<file path="src/rtl/counters_pkg.sv">
// Shared encodings for the counter/timer blocks.
// No logic; types and constants only.
// No flow control.
package counters_pkg;

  // Counting behaviour at the range bounds; the spare code behaves as wrap.
  typedef enum logic [1:0] {
    MODE_WRAP   = 2'b00,
    MODE_SAT    = 2'b01,
    MODE_BOUNCE = 2'b10,
    MODE_RSVD   = 2'b11
  } mode_e;

endpackage

</file>
<file path="src/rtl/tick_prescaler.sv">
// Clock-enable prescaler: one-cycle step strobe every PRESCALE enabled clk cycles.
// step is combinational from the registered phase counter (same-cycle).
// en=0 freezes the phase; clr restarts the phase at 0 and wins over en.
module tick_prescaler #(
  parameter int PRESCALE = 100000000,
  parameter int PS_WIDTH = 32
) (
  input  logic clk,
  input  logic reset,
  input  logic en,
  input  logic clr,
  output logic step
);

  localparam logic [PS_WIDTH-1:0] PS_LAST = PS_WIDTH'(PRESCALE - 1);

  logic [PS_WIDTH-1:0] ps_cnt;

  // Phase counter: runs 0..PRESCALE-1 while enabled, restarts on clr.
  always_ff @(posedge clk or negedge reset) begin
    if (!reset) begin
      ps_cnt <= '0;
    end else if (clr) begin
      ps_cnt <= '0;
    end else if (en) begin
      if (ps_cnt == PS_LAST) begin
        ps_cnt <= '0;
      end else begin
        ps_cnt <= ps_cnt + PS_WIDTH'(1);
      end
    end
  end

  // With PRESCALE=1 the phase stays at 0 == PS_LAST, so every enabled cycle steps.
  assign step = en & (ps_cnt == PS_LAST);

endmodule

</file>
<file path="src/rtl/prescaled_updown_counter.sv">
// Bounded up/down counter stepping once per PRESCALE clk cycles (wrap/saturate/bounce).
// cnt, tick and tc update on the edge a step is taken: 1 clk after the step cycle.
// No backpressure; cnt_en=0 freezes the prescaler and the count, load acts regardless.
module prescaled_updown_counter
  import counters_pkg::*;
#(
  parameter int WIDTH     = 6,
  parameter int PRESCALE  = 100000000,
  parameter int PS_WIDTH  = 32,
  parameter int RESET_VAL = 1
) (
  input  logic             clk,
  input  logic             reset,
  input  logic             cnt_en,
  input  logic             up_dn,
  input  logic [1:0]       mode,
  input  logic [WIDTH-1:0] min_val,
  input  logic [WIDTH-1:0] max_val,
  input  logic             load,
  input  logic [WIDTH-1:0] load_val,
  output logic [WIDTH-1:0] cnt,
  output logic             tick,
  output logic             tc,
  output logic             dir
);

  localparam logic [WIDTH-1:0] ONE = WIDTH'(1);

  mode_e            mode_q;
  logic             step;
  logic             dir_r;
  logic             is_bounce;
  logic             go_up;
  logic             at_upper;
  logic             at_lower;
  logic             at_bound;
  logic             range_bad;
  logic             range_single;
  logic [WIDTH-1:0] cnt_inc;
  logic [WIDTH-1:0] cnt_dec;
  logic [WIDTH-1:0] cnt_nxt;
  logic             dir_nxt;
  logic             tick_nxt;
  logic             tc_nxt;

  // A load restarts the prescaler phase so the next step is a full period away.
  tick_prescaler #(
    .PRESCALE (PRESCALE),
    .PS_WIDTH (PS_WIDTH)
  ) u_prescaler (
    .clk   (clk),
    .reset (reset),
    .en    (cnt_en),
    .clr   (load),
    .step  (step)
  );

  assign mode_q    = mode_e'(mode);
  assign is_bounce = (mode_q == MODE_BOUNCE);

  // In bounce mode the stored direction drives; otherwise the up_dn pin does.
  assign go_up = is_bounce ? dir_r : up_dn;
  assign dir   = go_up;

  // Inclusive comparisons also catch a count left outside a freshly narrowed range.
  assign at_upper = (cnt >= max_val);
  assign at_lower = (cnt <= min_val);
  assign at_bound = go_up ? at_upper : at_lower;

  assign range_bad    = (min_val > max_val);
  assign range_single = (min_val == max_val);

  // +-1 is only selected when the bound test failed, so neither can overflow.
  assign cnt_inc = cnt + ONE;
  assign cnt_dec = cnt - ONE;

  // Next-state mux: load beats step beats hold; tick/tc are single-cycle pulses.
  always_comb begin
    cnt_nxt  = cnt;
    dir_nxt  = dir_r;
    tick_nxt = 1'b0;
    tc_nxt   = 1'b0;
    if (load) begin
      cnt_nxt = load_val;
    end else if (step) begin
      tick_nxt = 1'b1;
      if (range_bad) begin
        // Inverted bounds: count freezes but the step is still reported.
        cnt_nxt = cnt;
      end else begin
        unique case (mode_q)
          MODE_BOUNCE: begin
            if (range_single) begin
              cnt_nxt = min_val;
              dir_nxt = ~dir_r;
              tc_nxt  = 1'b1;
            end else if (dir_r) begin
              if (at_upper) begin
                cnt_nxt = max_val - ONE;
                dir_nxt = 1'b0;
                tc_nxt  = 1'b1;
              end else begin
                cnt_nxt = cnt_inc;
              end
            end else begin
              if (at_lower) begin
                cnt_nxt = min_val + ONE;
                dir_nxt = 1'b1;
                tc_nxt  = 1'b1;
              end else begin
                cnt_nxt = cnt_dec;
              end
            end
          end
          MODE_SAT: begin
            if (at_bound) begin
              cnt_nxt = go_up ? max_val : min_val;
              tc_nxt  = 1'b1;
            end else begin
              cnt_nxt = go_up ? cnt_inc : cnt_dec;
            end
          end
          MODE_WRAP, MODE_RSVD: begin
            if (at_bound) begin
              cnt_nxt = go_up ? min_val : max_val;
              tc_nxt  = 1'b1;
            end else begin
              cnt_nxt = go_up ? cnt_inc : cnt_dec;
            end
          end
          default: begin
            cnt_nxt = cnt;
          end
        endcase
      end
    end
  end

  // Counter, bounce direction and strobe registers.
  always_ff @(posedge clk or negedge reset) begin
    if (!reset) begin
      cnt   <= WIDTH'(RESET_VAL);
      dir_r <= 1'b1;
      tick  <= 1'b0;
      tc    <= 1'b0;
    end else begin
      cnt   <= cnt_nxt;
      dir_r <= dir_nxt;
      tick  <= tick_nxt;
      tc    <= tc_nxt;
    end
  end

endmodule
</file>
<file path="config.mk">
export PLATFORM = sky130hd
export DESIGN_NAME = prescaled_updown_counter
export DESIGN_NICKNAME = d
export VERILOG_FILES = /design/src/rtl/counters_pkg.sv /design/src/rtl/tick_prescaler.sv /design/src/rtl/prescaled_updown_counter.sv
export SDC_FILE = /design/constraint.sdc
export NUM_CORES = 1
export LEC_CHECK = 0
export BUFFER_PORTS_ARGS = -buffer_cell sky130_fd_sc_hd__clkbuf_2
export CORE_ASPECT_RATIO = 0.9
export CORE_MARGIN = 2
export CORE_UTILIZATION = 60
export DETAILED_ROUTE_END_ITERATION = 7
export PLACE_DENSITY = 0.84
export SETUP_SLACK_MARGIN = 0.15
export SLEW_MARGIN = 20
export SYNTH_ARGS = -nofsm -noshare
export SYNTH_HDL_FRONTEND = slang
export SYNTH_SLANG_ARGS = --single-unit
</file>
<file path="constraint.sdc">
create_clock -name clk -period 6.4 [get_ports clk]
set_input_delay 0.96 -clock clk [delete_from_list [all_inputs] [get_ports clk]]
set_output_delay 0.96 -clock clk [all_outputs]
set_load 0.005 [all_outputs]
</file>
Word-level counts from Yosys, hierarchy flattened. Cells that the tools add are included.

Bits of input ports: 25. Output and inout port bits: 9. Word-level logic and storage cells: 62. Register bits: 41.

Magnitude comparators: 3. Equality and inequality tests: 6. Reduce and logical (&&, ||, !) cells: 7. Muxes and demuxes: 32. Add/subtract/negate cells: 5. Bitwise gates (word level): 4.

Operators with widths (count): 32-bit 2-to-1 mux (3); 6-bit 2-to-1 mux (12); 32-bit by 1-bit adder with 32-bit output, second input constant (1); 32-bit by 27-bit equality test with 1-bit output, second input constant (1); 6-bit one-hot mux with 3 select lines (1); 1-bit 2-to-1 mux (15); 6-bit by 1-bit adder with 6-bit output, second input constant (2); 6-bit by 1-bit subtractor with 6-bit output, second input constant (2); 6-bit equality test (1); 6-bit >= comparator (1); 6-bit > comparator (1); 6-bit <= comparator (1); 2-bit equality test, second input constant (2); 4-bit AND reduction (1); 2-bit nonzero test (2); 1-bit inverter (3); 3-bit OR reduction (1); 2-bit by 1-bit equality test with 1-bit output, second input constant (1); 2-bit zero test (1); 2-bit inequality test, second input constant (1); 1-bit one-hot mux with 2 select lines (1); 2-bit AND reduction (1); 2-bit OR reduction (1); 1-bit AND (1).

Logic depth before layout (Yosys ltp). Gate-level depths: netlist of the first run.

Word-level depth: 8. Depth in mapped cells: 11. Depth with buffers taken out: 10.

By module. Synthesis of the first run repeated with hierarchy kept, for this count alone.

Cells, all modules: 434. Area, all modules: 3632.2 µm².

Modules (own cells, without submodules): prescaled_updown_counter (seq. area each 227.7 µm², cells each 237, instances 1, area an instance 1825.5 µm²); tick_prescaler (seq. area each 800.8 µm², cells each 197, instances 1, area an instance 1806.7 µm²).

Worst setup path before layout of the first run. Ideal clock, no wire load.

Path kind: in2reg. From: in min_val[3]. To: reg cnt[4]. Buffers on the path: 0. Data arrival time: 2671 ps. Setup slack: 3600 ps. Data required time: 6270 ps. Setup time: 130 ps. Cell stages on the path: 9. Cells stage by stage: inv_1 -> ha_1 -> a211oi_1 -> nor2_1 -> o31ai_4 -> mux2_2 -> a22oi_1 -> o211a_1 -> o31ai_1.

Longest elaborated chain between the ends: 8. Elaborated cells between the ends (all ways): 16. Classes of those cells: add/sub (1); order compare (2); eq/ne (2); mux (10); reduce/logical (1).

Ends and longest elaborated chain: from (decl) (line prescaled_updown_counter.sv:17) `input logic [WIDTH-1:0] min_val,`; 6-bit by 1-bit adder with 6-bit output or 6-bit <= comparator (tied branches) (line prescaled_updown_counter.sv:107, prescaled_updown_counter.sv:67); 6-bit 2-to-1 mux (line prescaled_updown_counter.sv:106) `if (at_lower) begin`; 6-bit 2-to-1 mux (line prescaled_updown_counter.sv:97) `end else if (dir_r) begin`; 6-bit 2-to-1 mux (line prescaled_updown_counter.sv:93) `if (range_single) begin`; 6-bit one-hot mux with 3 select lines (line prescaled_updown_counter.sv:91) `unique case (mode_q)`; 6-bit 2-to-1 mux (line prescaled_updown_counter.sv:87) `if (range_bad) begin`; 6-bit 2-to-1 mux (line prescaled_updown_counter.sv:85) `end else if (step) begin`; 6-bit 2-to-1 mux (line prescaled_updown_counter.sv:83) `if (load) begin`; to (signal assigned) (line prescaled_updown_counter.sv:142) `cnt <= WIDTH'(RESET_VAL);`; to (signal assigned) (line prescaled_updown_counter.sv:147) `cnt <= cnt_nxt;`; to (decl) (line prescaled_updown_counter.sv:21) `output logic [WIDTH-1:0] cnt,`.

Several ways; a longest one is shown, not always the timed one. The select of a mux whose other input is x is not followed. A chain may end at the register's enable or synchronous reset.

Worst setup path in the final report of the first run.
From: in mode[0]. To: out dir.

Longest elaborated chain between the ends: 2.

Ends and longest elaborated chain: from (decl) (line prescaled_updown_counter.sv:16) `input logic [1:0] mode,`; 2-bit equality test (line prescaled_updown_counter.sv:59) `assign is_bounce = (mode_q == MODE_BOUNCE);`; 1-bit 2-to-1 mux (line prescaled_updown_counter.sv:62) `assign go_up = is_bounce ? dir_r : up_dn;`; to (decl) (line prescaled_updown_counter.sv:24) `output logic dir`.

Every way passes these cells.

==> results of run 1 <==
==> cell usage after synthesis (all sizes together) (10+ instances only) <==
cell type and n:
xnor2 18, mux2i 12, a31oi 11, inv 22, o21ai 28, dfrtp 39, xor2 21, buf 10
nand2 35, nand3 24, ha 25, nor2 50
==> registers in the layout, indices dropped and copies added, names as in the netlist <==
| name | flops |
|---|---|
| cnt | 6 |
| dir_r | 1 |
| tc | 1 |
| tick | 1 |
| u_prescaler.ps_cnt | 32 |
==> how the worst max path moves through the flow <==
stage | startpoint | endpoint | slack (ps) | cells after the start
after floorplan | min_val[3] | cnt[4] | 3600 | 9
after global placement | mode[0] | dir | 2560 | 6
after detailed placement | mode[0] | cnt[4] | 2480 | 10
after CTS | mode[0] | dir | 2530 | 6
after global routing | mode[0] | dir | 2270 | 6
final | mode[0] | dir | 2470 | 6
==> layout make-up <==
type | instances | area [um^2]
Clock inverter | 1 | 7.51
Fill cell | 485 | 1870
Timing Repair Buffer | 35 | 180
Tap cell | 70 | 87.6
Inverter | 22 | 82.6
Clock buffer | 7 | 86.3
Sequential cell | 41 | 1030
Multi-Input combinational cell | 342 | 2410
==> cells by family (layout without fill, tap and decap cells) <==
family,count (synthesis),after routing
compound gates,96,96
xor+xnor,39,39
fa+ha+maj,25,25
simple gates,168,168
mux,14,14
flops,41,41
buf+inv,38,65
==> routing by layer <==
layer  track usage [%]  up-vias  part of all wire (%)
li1                  -     1574                     -
met1              50.1     1605                    47
met2              42.9      193                    40
met3              8.40       18                    11
met4              6.83        0                   1.7
met5                 0        -                     0
==> metrics by stage <==
step | power, mW | util, % | cell area (um^2)
2_1_floorplan | 0.416 | - | 3620
3_3_place_gp | 0.469 | 65.9 | 3790
3_5_place_dp | 0.473 | 65.9 | 3790
4_1_cts | 0.652 | 67.5 | 3890
5_1_grt | 0.688 | 67.5 | 3890
6_report | 0.656 | 67.5 | 3890
==> power groups by stage <==
| stage | Sequential, mW | Combinational [mW] | Clock (mW) |
|---|---|---|---|
| final | 0.285 | 0.190 | 0.181 |
| after global routing | 0.285 | 0.209 | 0.194 |
| after CTS | 0.283 | 0.186 | 0.183 |
| after detailed placement | 0.289 | 0.184 | 0 |
| after global placement | 0.288 | 0.181 | 0 |
| after floorplan | 0.279 | 0.137 | 0 |
==> flow_summary_export.csv, run 1 <==
group,metric,value,unit
global_routing,grt_pass1_wl,16400,um
critical_path,critPathBufInv,4,
clock_tree,clockRootBuffer,"clkbuf_8",
floorplanning,die_height,77.7,um
logic_synthesis,avgSynthCellArea,8.61,um^2
floorplanning,floorplan.initialDensity,63.0,%
sta,worst_pin_slew,909,ps
sta,fin_crit_sh,61.4,%
outcome,status,"finished clean",
drt,ant_nets,0,
sta,timing_hold_violations_final,0,
worst_hold_path,hold_path_class,"flop to flop",
drt,via_count,3390,
drt,dr.pass1.iters,5,
clock_tree,clkLatencyLatePin,310,ps
logic_synthesis,syn_nets,471,
clock_tree,clock_sink_count,41,
critical_path,arrival,2970,ps
logic_synthesis,synthAdderAreaFrac,8.63,%
logic_synthesis,synth.largest_area_cell,"dfrtp_1",
sta,fmax,0.255,GHz
sta,rsz0062_at_grt,"no",
global_routing,grt_max_degree,42,
logic_synthesis,async_reset_ff_share,100,%
clock_tree,tritoncts,"built",
pwr,power_frac_seq,43.4,%
pwr,comb_power_share,28.9,%
logic_synthesis,synth_seq_cells,41,
sta,totalNegativeSetupSlack,0,ps
sta,clock_skew,10.9,ps
critical_path,critPathKind,"primary input to primary output",
pwr,p_int,0.430,mW
placed_design,dp_hpwl,7410,um
critical_path,critPathRequiredTime,5440,ps
drt,wire_per_inst,19.1,um
critical_path,path_max_fanout,13,
floorplanning,row_count,26,
critical_path,max_stage_delay,770,ps
logic_synthesis,ys_seq_area_share,28.4,%
critical_path,critPathLaunchType,"primary input",
clock_tree,h-tree-depth,2,
drt,drc_errors,0,
critical_path,worst_r2r_endpoint,"cnt[0]",
logic_synthesis,syn_inst,421,
clock_tree,clockBufferDepth,2,
worst_hold_path,worstHoldStart,"u_prescaler.ps_cnt[7]",
global_routing,first_global_vias,3148,
logic_synthesis,synth_flop_cell,"dfrtp_1",
pwr,power_density,169,nW/um^2
critical_path,endpoint_kind,"primary output",
layout,drive_gt1_share,15.2,%
drt,viasPerCell,6.54,
critical_path,cp_top_family,"buffers and inverters",
sta,timing.final.crit_period,3930,ps
logic_synthesis,synth.distinct_cells,69,
layout,nets,497,
global_routing,grt-ovfl-total,0,
pwr,clkPwrFrac,27.7,%
clock_tree,clk_pin_slew_worst_paths,70,ps
placed_design,placedCellCount,510,
logic_synthesis,synth_edf_count,0,
pwr,p_sw_share,34.4,%
worst_hold_path,holdPathEnd,"u_prescaler.ps_cnt[7]",
sta,fin_ws,2470,ps
critical_path,path_cells,"clkbuf_2 -> inv_1 -> ha_1 -> mux2i_1 -> inv_1 -> clkbuf_2",
layout,area_growth,7.25,%
drt,drt_iter0_markers,283,
logic_synthesis,synth_top_family_by_area,"simple AND/OR/NAND/NOR gates",
floorplanning,core,5760,um^2
logic_synthesis,yosysTopAreaCellShare,26.9,%
pwr,vdd_drop_max,136,uV
layout,layout_common_cells,"nor2_1, dfrtp_1, nand2_1, clkbuf_2, ha_1",
layout,final_common_cell,"nor2_1",
sta,slew_headroom,39.4,%
layout,diodes,0,
critical_path,r2r_start,"cnt[2]",
global_routing,grt_usage,31.8,%
clock_tree,cts_setup_buffers,0,
critical_path,rrSetupSlack,3300,ps
critical_path,crit_slowest_cell,"mux2i_1",
global_routing,antenna_found_initial,0,
sta,whs,508,ps
logic_synthesis,ys_top_cells_by_area,"dfrtp_1, ha_1, nor2_1, xor2_1, xnor2_1",
clock_tree,post_cts_resized,0,
placed_design,io_buffers,33,
logic_synthesis,synth-simple-area-share,26.3,%
logic_synthesis,synth_mux_area_share,3.94,%
floorplanning,ioPinCount,34,
clock_tree,holdBufCountCts,0,
placed_design,place_ws,2480,ps
sta,slew_viol_final,0,
logic_synthesis,synth-compound-area-share,18.4,%
floorplanning,dieArea,6680,um^2
run,maxCapViolations,0,
logic_synthesis,ys_warn_count,0,
critical_path,reg2reg_depth,9,
placed_design,place.gp.congestion,0.930,
pwr,leakagePower,1.80,nW
floorplanning,die_x,85.9,um
drt,routed_wl,9890,um
worst_hold_path,hold_depth,1,
logic_synthesis,netlist_area,3620,um^2
layout,fin_cells,518,
clock_tree,cts_buffers,5,
pwr,power.net_switching,0.225,mW
sta,setup_viol,0,
logic_synthesis,synth-xor-area-share,9.42,%
(Power assumes the default switching activity.)
==> run 2: changes to the inputs <==
--- a/config.mk
+++ b/config.mk
@@ -5,12 +5,13 @@
 export SDC_FILE = /design/constraint.sdc
 export NUM_CORES = 1
 export LEC_CHECK = 0
+export ABC_AREA = 1
 export BUFFER_PORTS_ARGS = -buffer_cell sky130_fd_sc_hd__clkbuf_2
 export CORE_ASPECT_RATIO = 0.9
 export CORE_MARGIN = 2
 export CORE_UTILIZATION = 60
 export DETAILED_ROUTE_END_ITERATION = 7
-export PLACE_DENSITY = 0.84
+export PLACE_DENSITY = 0.83
 export SETUP_SLACK_MARGIN = 0.15
 export SLEW_MARGIN = 20
 export SYNTH_ARGS = -nofsm -noshare
==> constraint.sdc (replaced) <==
create_clock -name clk -period 3.75 [get_ports clk]
set_input_delay 0.5625 -clock clk [delete_from_list [all_inputs] [get_ports clk]]
set_output_delay 0.5625 -clock clk [all_outputs]
set_load 0.005 [all_outputs]
==> run 2 against run 1 <==
  * Critical path depth grew 3
  * Flip-flop and latch count is the same
  * Largest cell class unchanged
  * Worst hold slack lost 130 ps
  * Synthesized cell count grew 58%
  * Non-clock buffer count is the same
  * Core utilization shrank 0.22 points
  * Register-to-register slack lost 2000 ps
  * Routed wire length grew 28%
  * Final cell count grew 51%
  * Clock skew grew 2.9 ps
  * Power grew 68%
  * Worst setup slack lost 1200 ps
==> flow_summary_export.csv, run 2 <==
group,metric,value,unit
drt,wire_per_inst,16.1,um
critical_path,startpoint,"max_val[2]",
logic_synthesis,avgSynthCellArea,6.30,um^2
sta,fmax,0.398,GHz
logic_synthesis,ys_seq_area_share,24.5,%
global_routing,grt_max_degree,42,
sta,rsz0062_at_grt,"no",
layout,fin_cells,784,
critical_path,crit_path_end,"tc",
global_routing,grt-ovfl-total,0,
logic_synthesis,syn_nets,717,
sta,fin_crit_sh,67.0,%
critical_path,reg2reg_depth,10,
critical_path,critPathLaunchType,"primary input",
sta,worst_pin_slew,922,ps
sta,timing.final.crit_period,2510,ps
run,maxCapViolations,0,
critical_path,critPathRequiredTime,3910,ps
critical_path,arrival,2670,ps
logic_synthesis,ys_top_cells_by_area,"dfrtp_1, nand2_1, nand3_1, ha_1, inv_1",
logic_synthesis,synth_edf_count,0,
layout,regMostFlops,"u_prescaler.ps_cnt",
critical_path,path_cells,"clkbuf_2 -> inv_1 -> ha_1 -> nand2_1 -> nor2_1 -> nand3_1 -> nand2_1 -> nand4_1 -> a211oi_1",
clock_tree,h-tree-depth,2,
critical_path,rrSetupSlack,1300,ps
sta,slew_viol_final,0,
drt,dr.pass1.iters,7,
drt,viasPerCell,5.89,
global_routing,antenna_found_initial,0,
drt,routed_wl,12600,um
pwr,vdd_drop_max,207,uV
global_routing,grt_usage,33.7,%
logic_synthesis,yosysTopAreaCellShare,23.2,%
clock_tree,clockBufferDepth,2,
logic_synthesis,async_reset_ff_share,100,%
clock_tree,tritoncts,"built",
logic_synthesis,synth_top_cells_by_count,"nand2_1, nand3_1, inv_1",
floorplanning,row_count,28,
layout,diodes,0,
drt,drt_iter0_markers,482,
critical_path,cp_top_family,"simple AND/OR/NAND/NOR gates",
clock_tree,cts_buffers,5,
placed_design,placedCellCount,776,
logic_synthesis,synth.largest_area_cell,"dfrtp_1",
critical_path,critPathBufInv,2,
floorplanning,core,6690,um^2
critical_path,path_max_fanout,17,
drt,ant_nets,0,
clock_tree,clk_pin_slew_worst_paths,90,ps
sta,setup_viol,0,
floorplanning,dieArea,7690,um^2
drt,via_count,4614,
layout,nets,743,
floorplanning,ioPinCount,34,
placed_design,dp_hpwl,9950,um
critical_path,worst_r2r_endpoint,"tc",
logic_synthesis,synth_flop_cell,"dfrtp_1",
layout,top_regs,"u_prescaler.ps_cnt (32), cnt (6)",
logic_synthesis,syn_inst,667,
logic_synthesis,ys_warn_count,0,
global_routing,first_global_vias,4122,
layout,area_growth,7.18,%
worst_hold_path,hold_path_class,"primary input to async pin",
layout,layout_common_cells,"nand2_1, nand3_1, inv_1, nor2_1, dfrtp_1",
layout,fillers,643,
clock_tree,clkLatencyLatePin,310,ps
clock_tree,cts_setup_buffers,0,
sta,clock_skew,13.8,ps
critical_path,crit_slowest_cell,"nand3_1",
logic_synthesis,synth.distinct_cells,41,
layout,largest_reg_flops,32,
layout,multi_input_area,2740,um^2
critical_path,r2r_start,"cnt[2]",
global_routing,grt_pass1_wl,20600,um
clock_tree,post_cts_resized,0,
layout,final_common_cell,"nand2_1",
clock_tree,holdBufCountCts,0,
floorplanning,floorplan.initialDensity,62.8,%
logic_synthesis,netlist_area,4200,um^2
logic_synthesis,yosysMostFrequentCell,"nand2_1",
critical_path,max_stage_delay,430,ps
sta,slew_headroom,38.5,%
floorplanning,die_x,92.2,um
clock_tree,clock_sink_count,41,
critical_path,cp.depth,9,
clock_tree,clockRootBuffer,"clkbuf_8",
floorplanning,die_height,83.4,um
sta,totalNegativeSetupSlack,0,ps
placed_design,io_buffers,33,
layout,drive_gt1_share,11.8,%
placed_design,place.gp.congestion,1.04,
pwr,power_density,244,nW/um^2
sta,timing_hold_violations_final,0,
critical_path,endpoint_kind,"flop",
critical_path,critPathKind,"primary input to flop",
drt,drc_errors,0,
logic_synthesis,synth_seq_cells,41,
pwr,leakagePower,2.27,nW
layout,regArea,1030,um^2
outcome,status,"finished clean",
sta,whs,381,ps
critical_path,cp_common_cell,"nand2_1",
[run 2: cell types whose count changed after synthesis, sizes merged, moves of 8 or more]
cell    previous run  this run
nand2             35       190
nand3             24        98
inv               22        87
nor3               5        26
o21ai             28        45
nand4              9        24
xnor2             18         5
mux2i             12         0
a31oi             11         0
xor2              21        10
clkinv             0         9
o31ai              9         1
[run 2: layout make-up]
cell class | count | area share (%)
Tap cell | 90 | 2.50
Sequential cell | 41 | 22.8
Multi-Input combinational cell | 514 | 60.8
Clock inverter | 2 | 0.222
Clock buffer | 6 | 1.61
Inverter | 96 | 8.00
Timing Repair Buffer | 35 | 4.00
[run 2: cell families after synthesis]
family / count (synthesis) / synth area share [%]
adders and majority gates: 25 / 7.44
and+or+nand+nor: 408 / 46.3
buffers and inverters: 112 / 10.3
xor gates and xnor gates: 15 / 3.13
DFF: 41 / 24.5
AOI/OAI and AO/OA: 66 / 8.34
[run 2: layer usage]
layer / share of wire [%] / track usage [%] / up-vias
met1: 46 / 54.1 / 2059
met5: 0 / 0 / -
li1: - / - / 2245
met2: 39 / 45.3 / 291
met3: 14 / 9.26 / 19
met4: 0.96 / 5.16 / 0
[run 2: where the power goes]
| group | internal [mW] | switching, mW | total, mW |
|---|---|---|---|
| Clock | 0.129 | 0.162 | 0.291 |
| Combinational | 0.110 | 0.226 | 0.336 |
| Sequential | 0.450 | 0.0227 | 0.473 |
| Total | 0.689 | 0.411 | 1.10 |
[run 2: worst min-delay path by stage]
stage / endpoint / slack (ps) / cells after the start
finish: u_prescaler.ps_cnt[26] / 380 / 1
floorplan: cnt[1] / 270 / 0
CTS: u_prescaler.ps_cnt[26] / 450 / 1
global route: u_prescaler.ps_cnt[26] / 470 / 1
global placement: u_prescaler.ps_cnt[1] / 520 / 2
detailed placement: u_prescaler.ps_cnt[10] / 550 / 2
[run 2: per-stage QoR]
step | cell area, um^2 | worst slack, ps | power [mW] | utilization [%]
after floorplan | 4200 | 1660 | 0.701 | -
after global placement | 4420 | 1110 | 0.801 | 66.1
after detailed placement | 4420 | 1030 | 0.805 | 66.1
after CTS | 4500 | 1320 | 1.09 | 67.3
after global routing | 4500 | 1050 | 1.17 | 67.3
final | 4500 | 1240 | 1.10 | 67.3
[run 2: worst reg2reg max path, stage by stage, from the launching register on]
cell and delay (ps):
dfrtp_1 670, ha_1 340, nand2_1 60, nor2_1 60, nand2_1 90, nand3_2 190
nand2_1 280, nand2_1 130, nand3_1 90, nor2_1 50, a211oi_1 350
